File: src/rtl/alu_operand_sequencer.sv
// alu_operand_sequencer
//   Front/back stage for an external combinational ALU. Holds a 2**AW entry
//   register file, accepts one instruction at a time over valid/ready, drives
//   registered operands plus op select to the ALU, then writes the ALU result
//   back to the destination register one cycle later and pulses done.
//
//   Ports:
//     clk, rst        clock, synchronous active-high reset
//     instr_valid/    instruction handshake; instr = {op[1:0], rd, rs1, rs2}
//     instr_ready
//     ld_en/ld_addr/  external register load, honoured in every state
//     ld_data
//     alu_a/alu_b/    registered operands and op select to the ALU
//     alu_choice
//     alu_result      combinational ALU result
//     done            one-cycle pulse in the cycle after writeback
//     wb_data/wb_addr last written-back value and destination
//     zero_flag       (only with ALU_SEQ_ZERO_FLAG_EN) last result was zero
//
//   Optional feature macro: ALU_SEQ_ZERO_FLAG_EN
module alu_operand_sequencer #(
    parameter int WIDTH = 18,
    parameter int AW    = 2
) (
    input  logic                clk,
    input  logic                rst,
    input  logic                instr_valid,
    output logic                instr_ready,
    input  logic [2+3*AW-1:0]   instr,
    input  logic                ld_en,
    input  logic [AW-1:0]       ld_addr,
    input  logic [WIDTH-1:0]    ld_data,
    output logic [WIDTH-1:0]    alu_a,
    output logic [WIDTH-1:0]    alu_b,
    output logic [1:0]          alu_choice,
    input  logic [WIDTH-1:0]    alu_result,
    output logic                done,
    output logic [WIDTH-1:0]    wb_data,
    output logic [AW-1:0]       wb_addr
`ifdef ALU_SEQ_ZERO_FLAG_EN
    ,
    output logic                zero_flag
`endif
);

    localparam int DEPTH = 1 << AW;
    localparam int IW    = 2 + 3 * AW;

    typedef enum logic [1:0] {
        S_IDLE = 2'd0,
        S_EXEC = 2'd1,
        S_WB   = 2'd2
    } state_t;

    state_t                        state_q, state_d;
    logic [DEPTH-1:0][WIDTH-1:0]   rf_q, rf_d;
    logic [WIDTH-1:0]              alu_a_q, alu_a_d;
    logic [WIDTH-1:0]              alu_b_q, alu_b_d;
    logic [1:0]                    alu_choice_q, alu_choice_d;
    logic [AW-1:0]                 rd_q, rd_d;
    logic                          done_q, done_d;
    logic [WIDTH-1:0]              wb_data_q, wb_data_d;
    logic [AW-1:0]                 wb_addr_q, wb_addr_d;
`ifdef ALU_SEQ_ZERO_FLAG_EN
    logic                          zero_flag_q, zero_flag_d;
`endif

    // instruction fields
    logic [1:0]    f_op;
    logic [AW-1:0] f_rd, f_rs1, f_rs2;
    assign f_op  = instr[IW-1 -: 2];
    assign f_rd  = instr[3*AW-1 -: AW];
    assign f_rs1 = instr[2*AW-1 -: AW];
    assign f_rs2 = instr[AW-1:0];

    logic accept, wb_fire;
    assign accept  = (state_q == S_IDLE) && instr_valid;
    assign wb_fire = (state_q == S_EXEC);

    // next state and datapath registers
    always_comb begin
        state_d      = state_q;
        alu_a_d      = alu_a_q;
        alu_b_d      = alu_b_q;
        alu_choice_d = alu_choice_q;
        rd_d         = rd_q;
        wb_data_d    = wb_data_q;
        wb_addr_d    = wb_addr_q;
        done_d       = 1'b0;
`ifdef ALU_SEQ_ZERO_FLAG_EN
        zero_flag_d  = zero_flag_q;
`endif
        case (state_q)
            S_IDLE: begin
                if (accept) begin
                    // operands read from pre-edge register contents
                    alu_a_d      = rf_q[f_rs1];
                    alu_b_d      = rf_q[f_rs2];
                    alu_choice_d = f_op;
                    rd_d         = f_rd;
                    state_d      = S_EXEC;
                end
            end
            S_EXEC: begin
                wb_data_d = alu_result;
                wb_addr_d = rd_q;
                done_d    = 1'b1;
`ifdef ALU_SEQ_ZERO_FLAG_EN
                zero_flag_d = (alu_result == '0);
`endif
                state_d   = S_WB;
            end
            S_WB: begin
                state_d = S_IDLE;
            end
            default: begin
                state_d = S_IDLE;
            end
        endcase
    end

    // register file: writeback takes priority over an external load to the
    // same entry; loads to other entries proceed in parallel
    always_comb begin
        for (int i = 0; i < DEPTH; i++) begin
            rf_d[i] = rf_q[i];
            if (wb_fire && (rd_q == AW'(i)))
                rf_d[i] = alu_result;
            else if (ld_en && (ld_addr == AW'(i)))
                rf_d[i] = ld_data;
        end
    end

    always_ff @(posedge clk) begin
        if (rst) begin
            state_q      <= S_IDLE;
            rf_q         <= '0;
            alu_a_q      <= '0;
            alu_b_q      <= '0;
            alu_choice_q <= '0;
            rd_q         <= '0;
            done_q       <= 1'b0;
            wb_data_q    <= '0;
            wb_addr_q    <= '0;
`ifdef ALU_SEQ_ZERO_FLAG_EN
            zero_flag_q  <= 1'b0;
`endif
        end else begin
            state_q      <= state_d;
            rf_q         <= rf_d;
            alu_a_q      <= alu_a_d;
            alu_b_q      <= alu_b_d;
            alu_choice_q <= alu_choice_d;
            rd_q         <= rd_d;
            done_q       <= done_d;
            wb_data_q    <= wb_data_d;
            wb_addr_q    <= wb_addr_d;
`ifdef ALU_SEQ_ZERO_FLAG_EN
            zero_flag_q  <= zero_flag_d;
`endif
        end
    end

    assign instr_ready = (state_q == S_IDLE);
    assign alu_a       = alu_a_q;
    assign alu_b       = alu_b_q;
    assign alu_choice  = alu_choice_q;
    assign done        = done_q;
    assign wb_data     = wb_data_q;
    assign wb_addr     = wb_addr_q;
`ifdef ALU_SEQ_ZERO_FLAG_EN
    assign zero_flag   = zero_flag_q;
`endif

endmodule

File: config.mk
export PLATFORM = sky130hd
export DESIGN_NAME = alu_operand_sequencer
export DESIGN_NICKNAME = d
export VERILOG_FILES = /design/src/rtl/alu_operand_sequencer.sv
export SDC_FILE = /design/constraint.sdc
export NUM_CORES = 1
export LEC_CHECK = 0
export ABC_CLOCK_PERIOD_IN_PS = 3800
export BUFFER_PORTS_ARGS = -buffer_cell sky130_fd_sc_hd__buf_2
export CAP_MARGIN = 20
export CORE_UTILIZATION = 45
export CTS_CLUSTER_SIZE = 28
export DETAILED_ROUTE_END_ITERATION = 8
export PLACE_DENSITY = 0.69
export SYNTH_ARGS = -nofsm -noshare
export SYNTH_HDL_FRONTEND = slang
export SYNTH_SLANG_ARGS = --single-unit
File: constraint.sdc
create_clock -name clk -period 3.8 [get_ports clk]
set_clock_uncertainty 0.1 [all_clocks]
set_input_delay 0.76 -clock clk [delete_from_list [all_inputs] [get_ports clk]]
set_output_delay 0.76 -clock clk [all_outputs]
set_load 0.01 [all_outputs]
* Word level (Yosys, flattened, before mapping)
Cells that the tools add are included.
** Word-level totals
- Flip-flop bits (word level) :: 135
- Input bits :: 50
- Output and inout port bits :: 60
- Word-level logic and storage cells :: 54
** Cells by class
- Magnitude comparators :: 2
- Eq/ne operators :: 8
- Muxes and demuxes :: 15
- Reduce and logical (&&, ||, !) cells :: 17
** Operators with widths (number)
- two-way mux 18 bit :: 10
- binary-select mux 18 bit (select 2 bit) :: 2
- logical AND 1 bit :: 9
- == test 2 bit (second input constant) :: 4
- nonzero test 2 bit :: 4
- == test 2 x 1 -> 1 bit (second input constant) :: 3
- logical NOT 2 bit :: 3
- less-than comparator 2 x 3 -> 1 bit (second input constant) :: 2
- one-hot mux 2 bit (2 select lines) :: 1
- two-way mux 2 bit :: 1
- inequality test 2 x 1 -> 1 bit (second input constant) :: 1
- AND reduction 2 bit :: 1
- two-way mux 1 bit :: 1

* Logic depth before layout (Yosys ltp)
- Depth in word-level cells :: 4
- Gate-level depth with buffers :: 6
- Mapped depth without buffers :: 3

* Worst setup path before layout
No wires, ideal clock.
- Path type :: input to register
- From :: in instr[3]
- To :: reg alu_a_q[10], in the netlist alu_a[10]
- Library setup time :: 0.117 ns
- Arrival :: 1.932 ns
- Slack :: 1.652 ns
- Stages :: 4
- Path buffers :: 2
- Cells stage by stage :: buf_4 buf_2 mux4_2 a22o_1
** On the way
- Word-level cells in the longest chain between the ends :: 2
** Ends and longest elaborated chain
- from (decl) :: RTL line 29 : input logic [2+3*AW-1:0] instr,
- binary-select mux 18 bit (select 2 bit) :: RTL line 97 : alu_a_d = rf_q[f_rs1];
- two-way mux 18 bit (not written as such) :: RTL line 97
- to (signal assigned) :: RTL line 151 : alu_a_q <= alu_a_d;
- to (decl) :: RTL line 57 : logic [WIDTH-1:0] alu_a_q, alu_a_d;
Every way passes these cells. The select of a mux whose other input is x is not followed.
A chain may end at the register's enable or synchronous reset.

* Final worst setup path
- From :: in ld_addr[1]
- To :: reg rf_q[9] in the netlist's numbering
** On the way
- Word-level cells in the longest chain between the ends :: 3
** Ends and longest elaborated chain
- from (decl) :: RTL line 31 : input logic [AW-1:0] ld_addr,
- logical NOT 2 bit :: RTL line 129 : else if (ld_en && (ld_addr == AW'(i)))
- logical AND 1 bit :: RTL line 129
- nonzero test 2 bit (no source line)
- to (signal assigned) :: RTL line 150 : rf_q <= rf_d;
- to (decl) :: RTL line 56 : logic [DEPTH-1:0][WIDTH-1:0] rf_q, rf_d;
Every way passes these cells.

==> reports/metrics.yaml <==
tightest_slew_ns: 1.06
avgRoutedWirePerCell_um: 19.4
fmax_mhz: 493
nets: 768
die_h_um: 119
power_leakage_nw: 2.84
p_per_area_nw_per_um2: 501
path_max_fanout: 18
clk_pin_slew_ns: 0.06
insertion_delay_ns: 0.42
place_ws_ns: 1.38
worstPathRequired_ns: 4.03
setup_tns_ns: 0
grt_max_degree: 59
drv_cap: 0
dp.final_hpwl_um: 11300
hold_viol: 0
rows: 42
yosysWarnings: 0
die_x_um: 119
syn_area_um2: 6190
synth_cells: 644
antenna_cells: 0
fin_ws_ns: 1.77
first_iter_violations: 503
slew_headroom_pct: 29.1
postCtsSetupBuffers: 0
grt_pass1_vias: 5203
cts_sinks: 135
synth.distinct_cells: 29
track_usage_pct: 25.4
start_kind: "input port"
syn-mean-instance-area_um2: 9.62
whs_ns: 0.355
cts_made_buffers: 17
synth.net_count: 694
setup_viol: 0
status: "finished, final reports clean"
io_pins: 110
drc: 0
final_max_slew_viol_count: 0
cts_tree: "yes"
worst_ir_drop_vdd_v: 0.000333
fillerInstances: 1203
routed_via_density: 5.94
postRouteAntennaNets: 0
synth-seq-area-share_pct: 43.6
rsz0062_at_grt: "no"
first_pass_iters: 8
root_buffer: "clkbuf_16"
cts_max_level: 4
die_area_um2: 14200
period_share_pct: 53.4
critical_path_class: "in -> reg"
coreArea_um2: 13300
vias: 5388
place_congestion: 0.762
hold_path_class: "reg -> reg"
cts_hold_buf: 0
gr-total-overflow: 0
wirelength_um: 17600
grt_antenna_before_repair: 0
port_buffers: 109
drive_gt1_share_pct: 28.0
min_period_ns: 2.03
cts_resized: 0
critPathArrivalTime_ns: 2.26
initial_core_util_pct: 46.4
synth_seq_cells: 135
worst_setup_path_end_kind: "flip-flop"
area_growth_pct: 18.1
cts.path.max_buffers: 2
grt_pass1_wl_um: 27700
## state kept, by name (all words and copies together) (netlist names)
| register | count |
|---|---|
| alu_a | 18 |
| alu_b | 18 |
| alu_choice | 2 |
| done | 1 |
| rd_q | 2 |
| rf_q | 72 |
| state_q | 2 |
| wb_addr | 2 |
| wb_data | 18 |
## report_power, final
part           switching, mW  total (mW)  internal (mW)
clock                  0.601        1.76           1.16
sequential            0.0487        1.53           1.48
combinational          0.214       0.367          0.153
total                  0.864        3.66           2.80
## metal layers
metal	up-vias	track usage (%)	wire, um
met2	269	39.9	8220
met4	0	12.1	361
met3	31	6.66	1450
li1	2490	-	-
met5	-	0	0
met1	2598	32.5	7560
## Yosys cell counts, drive strengths merged
master,instances,area (um^2)
nor3b,2,37.5
a311oi,72,743
nand3b,2,15.0
a21oi,20,100
or3b,1,8.76
mux4,36,811
nand2b,1,6.26
nand4bb,2,22.5
nand2,184,691
dfxtp,135,2700
nor2,80,303
nand3,1,5.00
or4b,1,10.0
and3b,2,17.5
buf,41,261
and2b,1,7.51
a22o,36,315
mux2i,4,40.0
and3,1,6.26
clkbuf,20,75.1
nor2b,1,6.26
nand4b,1,8.76
## worst max-delay path, stage by stage
cell	delay, ns
buf_2	0.14
nor3b_4	0.88
nand2_1	0.19
a311oi_2	0.28
## final timing paths
check / from / end / slack (ns) / cells after the start
setup / recovery: ld_addr[1] / rf_q[9] / 1.77 / 4
hold / removal: wb_data[5] / wb_data[5] / 0.35 / 2
setup reg to reg: state_q[0] / rf_q[9] / 2.01 / 4
hold reg to reg: wb_data[5] / wb_data[5] / 0.35 / 2
## stage by stage
stage | power, mW | util [%] | area (um^2) | std cells
finish | 3.66 | 54.8 | 7310 | 907
global route | 3.79 | 54.8 | 7310 | 907
CTS | 3.68 | 54.8 | 7310 | 907
detailed placement | 1.93 | 50.0 | 6680 | 875
global placement | 1.91 | 50.0 | 6680 | 875
floorplan | 1.81 | - | 6190 | 644
## logic make-up after synthesis
kind of cell / Yosys count / share of synthesized area (%)
compound gates: 128 / 18.7
flops: 135 / 43.6
mux: 40 / 13.7
simple gates: 280 / 18.5
buf+inv: 61 / 5.43
## area by class of cell
type / instances / area [um^2] / share of cell area (%)
Sequential cell: 135 / 2700 / 37.0
Clock buffer: 23 / 488 / 6.67
Timing Repair Buffer: 116 / 601 / 8.21
Tap cell: 176 / 220 / 3.01
Multi-Input combinational cell: 448 / 3160 / 43.2
Clock inverter: 9 / 145 / 1.98
## cell usage in the layout (no fill, tap or decap), types with 4 or more instances in the layout
master	count
a21oi_1	20
a22o_1	36
a311oi_1	54
a311oi_2	18
buf_2	108
buf_4	8
bufinv_16	4
clkbuf_16	17
clkbuf_8	4
clkinv_2	5
dfxtp_1	135
mux2i_1	4
mux4_2	36
nand2_1	184
nor2_1	79
No activity file was read; power rests on OpenSTA's default activity.
